$ cat src/rtl/mem_wb_skid_pkg.sv
// Shared constants and types for the MEM/WB writeback skid stage.
package mem_wb_skid_pkg;

    localparam logic        RstEnable    = 1'b1;
    localparam logic        WriteEnable  = 1'b1;
    localparam logic        WriteDisable = 1'b0;
    localparam logic [31:0] ZeroWord     = 32'h0000_0000;
    localparam logic [4:0]  NOPRegAddr   = 5'b00000;

    localparam int DEFAULT_DATA_W = 32;
    localparam int DEFAULT_ADDR_W = 5;

    // One writeback lane at the default core widths.
    typedef struct packed {
        logic [DEFAULT_ADDR_W-1:0] wd;
        logic                      wreg;
        logic [DEFAULT_DATA_W-1:0] wdata;
    } wb_lane_t;

    // Bit width of one packed lane for arbitrary address/data widths.
    function automatic int lane_width(input int addr_w, input int data_w);
        return addr_w + 1 + data_w;
    endfunction

endpackage

$ cat src/rtl/mem_wb_skid_skid_buf2.sv
// Generic 2-entry valid/ready skid buffer; in_ready is a pure register output.
module skid_buf2
    import mem_wb_skid_pkg::*;
#(
    parameter int W = 8
) (
    input  logic         clk,
    input  logic         rst,
    input  logic         flush,
    input  logic         in_valid,
    output logic         in_ready,
    input  logic [W-1:0] in_data,
    output logic         out_valid,
    input  logic         out_ready,
    output logic [W-1:0] out_data
);

    logic [W-1:0] m_data;
    logic [W-1:0] s_data;
    logic         mv;
    logic         sv;
    logic         accept;
    logic         drain;

    assign in_ready  = !sv;
    assign out_valid = mv;
    assign out_data  = m_data;
    assign accept    = in_valid && !sv;
    assign drain     = mv && out_ready;

    // Flush clears valids only; the main payload is left stale on purpose.
    always_ff @(posedge clk) begin
        if (rst == RstEnable) begin
            mv     <= 1'b0;
            sv     <= 1'b0;
            m_data <= '0;
            s_data <= '0;
        end else if (flush) begin
            mv <= 1'b0;
            sv <= 1'b0;
        end else if (drain && sv) begin
            m_data <= s_data;
            sv     <= 1'b0;
        end else if (accept && (!mv || drain)) begin
            m_data <= in_data;
            mv     <= 1'b1;
        end else if (drain) begin
            mv <= 1'b0;
        end else if (accept) begin
            s_data <= in_data;
            sv     <= 1'b1;
        end
    end

endmodule

$ cat src/rtl/mem_wb_skid.sv
// Multi-lane MEM/WB register with skid buffer, flush and x0 write suppression.
// Optional stall counter output enabled by defining MEM_WB_STALL_CNT_EN.
module mem_wb_skid
    import mem_wb_skid_pkg::*;
#(
    parameter int NUM_LANES = 1,
    parameter int DATA_W    = DEFAULT_DATA_W,
    parameter int ADDR_W    = DEFAULT_ADDR_W
) (
    input  logic                        clk,
    input  logic                        rst,
    input  logic                        flush,
    input  logic                        in_valid,
    output logic                        in_ready,
    input  logic [NUM_LANES*ADDR_W-1:0] in_wd,
    input  logic [NUM_LANES-1:0]        in_wreg,
    input  logic [NUM_LANES*DATA_W-1:0] in_wdata,
    output logic                        out_valid,
    input  logic                        out_ready,
    output logic [NUM_LANES*ADDR_W-1:0] wb_wd,
    output logic [NUM_LANES-1:0]        wb_wreg,
    output logic [NUM_LANES*DATA_W-1:0] wb_wdata
`ifdef MEM_WB_STALL_CNT_EN
    ,
    output logic [31:0]                 stall_cnt
`endif
);

    localparam int LANE_W = lane_width(ADDR_W, DATA_W);
    localparam int PAY_W  = NUM_LANES * LANE_W;

    logic [PAY_W-1:0]     in_payload;
    logic [PAY_W-1:0]     out_payload;
    logic [NUM_LANES-1:0] stored_wreg;

    // Writes to x0 are dropped at capture so writeback never sees them.
    for (genvar i = 0; i < NUM_LANES; i++) begin : g_lane
        logic lane_we;
        assign lane_we = (in_wd[i*ADDR_W +: ADDR_W] != '0) ? in_wreg[i] : WriteDisable;
        assign in_payload[i*LANE_W +: LANE_W] =
            {in_wd[i*ADDR_W +: ADDR_W], lane_we, in_wdata[i*DATA_W +: DATA_W]};
        assign {wb_wd[i*ADDR_W +: ADDR_W], stored_wreg[i], wb_wdata[i*DATA_W +: DATA_W]} =
            out_payload[i*LANE_W +: LANE_W];
    end

    skid_buf2 #(
        .W(PAY_W)
    ) u_skid (
        .clk      (clk),
        .rst      (rst),
        .flush    (flush),
        .in_valid (in_valid),
        .in_ready (in_ready),
        .in_data  (in_payload),
        .out_valid(out_valid),
        .out_ready(out_ready),
        .out_data (out_payload)
    );

    assign wb_wreg = stored_wreg & {NUM_LANES{out_valid}};

`ifdef MEM_WB_STALL_CNT_EN
    // Saturating stall counter; only reset clears it, flush does not.
    always_ff @(posedge clk) begin
        if (rst == RstEnable) begin
            stall_cnt <= '0;
        end else if (out_valid && !out_ready && (stall_cnt != 32'hFFFF_FFFF)) begin
            stall_cnt <= stall_cnt + 32'd1;
        end
    end
`endif

endmodule

$ cat config.mk
export PLATFORM = sky130hd
export DESIGN_NAME = mem_wb_skid
export DESIGN_NICKNAME = d
export VERILOG_FILES = /design/src/rtl/mem_wb_skid_pkg.sv /design/src/rtl/mem_wb_skid_skid_buf2.sv /design/src/rtl/mem_wb_skid.sv
export SDC_FILE = /design/constraint.sdc
export NUM_CORES = 1
export LEC_CHECK = 0
export BUFFER_PORTS_ARGS = -buffer_cell sky130_fd_sc_hd__buf_2
export CORE_MARGIN = 10
export CORE_UTILIZATION = 40
export DETAILED_ROUTE_END_ITERATION = 8
export PLACE_DENSITY_LB_ADDON = 0.12
export SKIP_CTS_REPAIR_TIMING = 1
export SYNTH_ARGS = -nofsm -noshare
export SYNTH_HDL_FRONTEND = slang
export SYNTH_SLANG_ARGS = --single-unit
$ cat constraint.sdc
create_clock -name clk -period 4.25 [get_ports clk]
set_clock_uncertainty 0.15 [all_clocks]
set_input_delay 0.85 -clock clk [delete_from_list [all_inputs] [get_ports clk]]
set_output_delay 0.85 -clock clk [all_outputs]
set_load 0.03 [all_outputs]
; Word level (Yosys, flattened, before mapping)
; Cells that the tools add are included.
[classes]
n_mux = 5
bitwise_logic = 5
reduce_logical = 16
[op_table]
columns = operator, n
row1 = 38-bit 2-to-1 mux, 2
row2 = 5-bit AND reduction, 1
row3 = 5-bit nonzero test, 1
row4 = 1-bit logical AND, 4
row5 = 1-bit inverter, 4
row6 = 2-bit AND reduction, 2
row7 = 2-bit nonzero test, 2
row8 = 1-bit 2-to-1 mux, 3
row9 = 3-bit AND reduction, 1
row10 = 3-bit OR reduction, 1
row11 = 1-bit zero test, 2
row12 = 2-bit OR reduction, 1
row13 = 1-bit AND, 1
row14 = 1-bit logical OR, 1
[totals]
register_bits = 78
inputBits = 43
out_inout_bits = 40

; Longest topological paths before layout
[depth]
depth_word = 5
mapped_depth = 6
depth_no_buf = 4

; By module
; Synthesis repeated with hierarchy kept, for this count alone.
[unflattened]
cells_unflattened = 396
area_unflattened_um2 = 3118.0
[by_module_without_submodules]
columns = mod, instances, cells_each, area_each_um2, seq_area_each_um2
row1 = skid_buf2, 1, 393, 3096.7, 1561.5
row2 = mem_wb_skid, 1, 3, 21.3, 0.0

; Least setup slack after synthesis
; No wires, ideal clock.
[synth_timing]
kind = in2reg
start = input flush
end = register u_skid.s_data[0]
t_arrival_ns = 1.802
path_slack_ns = 2.166
cell_stages = 6
n_path_buf = 2
path_cell_list = nor4b_1 > nand2_1 > clkbuf_1 > clkbuf_1 > nand2_1 > a21oi_1
[synth_via]
elab_chain_cells = 2
[synth_lines]
columns = element, line
row1 = start: declaration, mem_wb_skid.sv:12  ; input logic flush,
row2 = 1-bit inverter (no line), -
row3 = 5-bit AND reduction (no line), -
row4 = end signal: assignment, mem_wb_skid_skid_buf2.sv:50  ; s_data <= in_data;
row5 = end: declaration, mem_wb_skid_skid_buf2.sv:19  ; logic [W-1:0] s_data;
; No other way between the ends.
; A chain may end at the register's enable or synchronous reset.

; Worst setup path after layout
[layout_timing]
start = input flush
end = register u_skid.s_data[1]
; Same word-level chain as after synthesis.

==> impl_metrics.sql <==
INSERT INTO impl_metrics (metric_group, metric, value, unit) VALUES
('cells_and_area', 'num-nets-final', '504', ''),
('routing', 'dr.first_iter.drc_count', '94', ''),
('power', 'worst_ir_drop_vdd', '0.1666', 'mV'),
('setup_path', 'crit_path_capture_type', 'flop', ''),
('sta', 'max_freq', '0.4266', 'GHz'),
('sta', 'setup-tns-final', '0', 'ps'),
('global_routing', 'grt_util_met1', '15.97', '%'),
('clock_network', 'cts_max_level', '3', ''),
('setup_path', 'worst-path-max-fanout', '25', ''),
('setup_path', 'timing.reg2reg.worst_path_depth', '5', ''),
('synth', 'yosys_register_bits', '78', ''),
('routing', 'routed_wire_length_per_instance', '14.56', 'um'),
('flow_run', 'max_cap_violations', '0', ''),
('die', 'floorplan.initialDensity', '40.88', '%'),
('die', 'design.die.area', '0.01241', 'mm^2'),
('synth', 'synthesis.instances', '433', ''),
('cells_and_area', 'final_util', '45.78', '%'),
('routing', 'detail-route-antenna-nets', '0', ''),
('setup_path', 'worstSetupPathType', 'input port to flop', ''),
('sta', 'setup_violations', '0', ''),
('sta', 'post-route-period-util', '55.15', '%'),
('setup_path', 'startpoint_of_the_most_critical_register_to_register_path', 'u_skid.out_valid', ''),
('setup_path', 'timing.rr.end', 'u_skid.out_data[1]', ''),
('sta', 'finalWorstPathRequiredPeriod', '2344', 'ps'),
('routing', 'detail_route.wirelength', '8.313', 'mm'),
('clock_network', 'clockRootBuffer', 'clkbuf_8', ''),
('cells_and_area', 'layout_commonest_cell', 'nand2_1', ''),
('worst_hold_path', 'worstHoldPathCells', '2', ''),
('global_routing', 'grt_util_all_layers', '13.01', '%'),
('worst_hold_path', 'worstHoldStart', 'u_skid.s_data[25]', ''),
('sta', 'setup_repair_after_global_routing_missed_its_margin', 'false', ''),
('clock_network', 'cts_made_buffers', '9', ''),
('cells_and_area', 'antenna-diode-count', '0', ''),
('synth', 'synth.avg_cell_area', '7.718', 'um^2'),
('global_routing', 'grt_pass1_vias', '2737', ''),
('sta', 'timing.slew.headroom', '35.33', '%'),
('synth', 'post_synthesis_cell_type_count', '19', ''),
('global_routing', 'grt_pass1_wl', '13.67', 'mm'),
('global_routing', 'top_usage_layer', 'met2', ''),
('synth', 'total_standard_cell_area_after_synthesis', '0.003342', 'mm^2'),
('setup_path', 'worstPathRequired', '4370', 'ps'),
('die', 'floorplan.rows', '33', ''),
('cells_and_area', 'postLayoutCellArea', '0.003742', 'mm^2'),
('clock_network', 'clock_insertion_delay_worst_skew', '340', 'ps'),
('synth', 'seq_area_frac_synth', '46.72', '%'),
('die', 'die_y', '111.4', 'um'),
('cells_and_area', 'layout-drive-gt1-share', '22.53', '%'),
('cells_and_area', 'area_growth_syn_to_layout', '11.98', '%'),
('routing', 'detail_route.drc_violations', '0', ''),
('placement', 'io_buffer_count', '82', ''),
('power', 'overall_power_after_layout', '1.597', 'mW'),
('global_routing', 'pin_count_of_the_biggest_net_entering_global_routing', '77', ''),
('worst_hold_path', 'tightest_hold_check_type', 'flop to flop', ''),
('sta', 'fin_hold_ws', '305.4', 'ps'),
('routing', 'vias', '2833', ''),
('die', 'die_x', '111.4', 'um'),
('sta', 'hold_viol_final', '0', ''),
('die', 'ios', '83', ''),
('sta', 'tightestPinTransition', '967.8', 'ps'),
('synth', 'synthesis.yosys.warnings', '0', ''),
('global_routing', 'grt_overflow_total', '0', ''),
('global_routing', 'grt.met2_usage', '20.40', '%'),
('synth', 'synthesis.nets', '476', ''),
('power', 'power_leakage', '1.494', 'nW'),
('power', 'p_per_area', '426.8', 'mW/mm^2'),
('die', 'coreArea', '0.008175', 'mm^2'),
('routing', 'via_per_inst', '4.961', ''),
('clock_network', 'worst_path_clk_slew', '70', 'ps'),
('routing', 'drt_first_pass_iters', '4', ''),
('global_routing', 'grt_antenna_before_repair', '0', ''),
('clock_network', 'tritoncts_clock_tree', 'yes', ''),
('placement', 'place_congestion', '0.7246', ''),
('placement', 'dp_hpwl', '5.321', 'mm'),
('setup_path', 'worst-r2r-setup-slack', '1980', 'ps'),
('clock_network', 'cts_buffer_depth', '2', ''),
('outcome', 'outcome', 'finished clean', ''),
('clock_network', 'cts_sinks', '78', ''),
('cells_and_area', 'most-common-layout-cells', 'nand2_1, buf_2, dfxtp_1, a21oi_1, nor2_1', ''),
('sta', 'drv_slew', '0', ''),
('setup_path', 'worstPathArrival', '2470', 'ps'),
('global_routing', 'met3_usage', '4.348', '%'),
('placement', 'dpl_cell_area', '0.003508', 'mm^2'),
('setup_path', 'crit_path_start_kind', 'input port', ''),
('worst_hold_path', 'timing.hold.worst_endpoint', 'u_skid.s_data[25]', '');
## worst max-delay path by stage
stage | start | end | slack (ps) | cells after the start
2_1_floorplan | flush | u_skid.s_data[0] | 2170 | 6
3_3_place_gp | flush | u_skid.s_data[32] | 1540 | 6
3_5_place_dp | flush | u_skid.s_data[32] | 1520 | 6
4_1_cts | flush | u_skid.s_data[27] | 1890 | 6
5_1_grt | u_skid.out_valid | u_skid.out_data[26] | 1780 | 5
6_report | flush | u_skid.s_data[1] | 1910 | 6
## power breakdown
group	leakage, nW	internal [mW]	switching (mW)
clock network	0.120	0.378	0.257
registers	0.636	0.760	0.0156
logic	0.738	0.0605	0.126
## area by class of cell
type | instances | area (um^2)
inverters | 1 | 3.754
flip-flops and latches | 78 | 1562
well taps | 105 | 131.4
fillers | 862 | 4433
clock buffers | 13 | 168.9
multi-input cells | 284 | 1364
clock inverters | 3 | 65.06
repair buffers | 87 | 447.9
## flip-flops by register name, indices dropped and copies added, names as in the netlist
| name | flops |
|---|---|
| u_skid.out_data | 38 |
| u_skid.s_data | 38 |
| u_skid.out_valid | 1 |
| u_skid.sv | 1 |
## logic make-up (layout without fill, tap and decap cells)
kind of cell,Yosys count,count (layout),share of synthesized area [%]
AOI/OAI and AO/OA,81,81,17.00
DFF,78,78,46.72
buffers and inverters,71,104,12.92
and+or+nand+nor,203,203,23.36
## metal layers
metal | vias to the layer above | share of wire (%)
met5 | - | 0
met4 | 0 | 1.4
met3 | 11 | 6.4
met2 | 71 | 45
met1 | 1291 | 48
li1 | 1460 | -
## critical path, stage by stage
cell	delay [ps]
buf_2	130
nor4b_1	330
and2_1	520
buf_4	390
nand2_1	90
a21oi_1	140
## cells in the mapped netlist
| master | count | area share (%) |
|---|---|---|
| clkbuf_1 | 19 | 2.1 |
| inv_1 | 1 | 0.11 |
| nand2_1 | 153 | 17 |
| a21boi_0 | 1 | 0.22 |
| a211oi_2 | 1 | 0.37 |
| buf_2 | 12 | 1.8 |
| a21oi_1 | 40 | 6.0 |
| buf_4 | 38 | 8.5 |
| nor2_1 | 41 | 4.6 |
| a311oi_2 | 1 | 0.45 |
| a2111oi_0 | 1 | 0.26 |
| nand3_1 | 3 | 0.45 |
| nor3_1 | 2 | 0.30 |
| nor4b_1 | 1 | 0.26 |
| buf_6 | 1 | 0.34 |
| a311oi_1 | 37 | 9.7 |
| dfxtp_1 | 78 | 47 |
| or2_1 | 1 | 0.19 |
| and2_1 | 2 | 0.37 |
## per-stage QoR
| step | setup WS (ps) | std cells |
|---|---|---|
| floorplan | 2166 | 433 |
| global placement | 1539 | 555 |
| detailed placement | 1519 | 555 |
| CTS | 1892 | 571 |
| global route | 1783 | 571 |
| finish | 1906 | 571 |
Power figures use the tool's default switching activity.
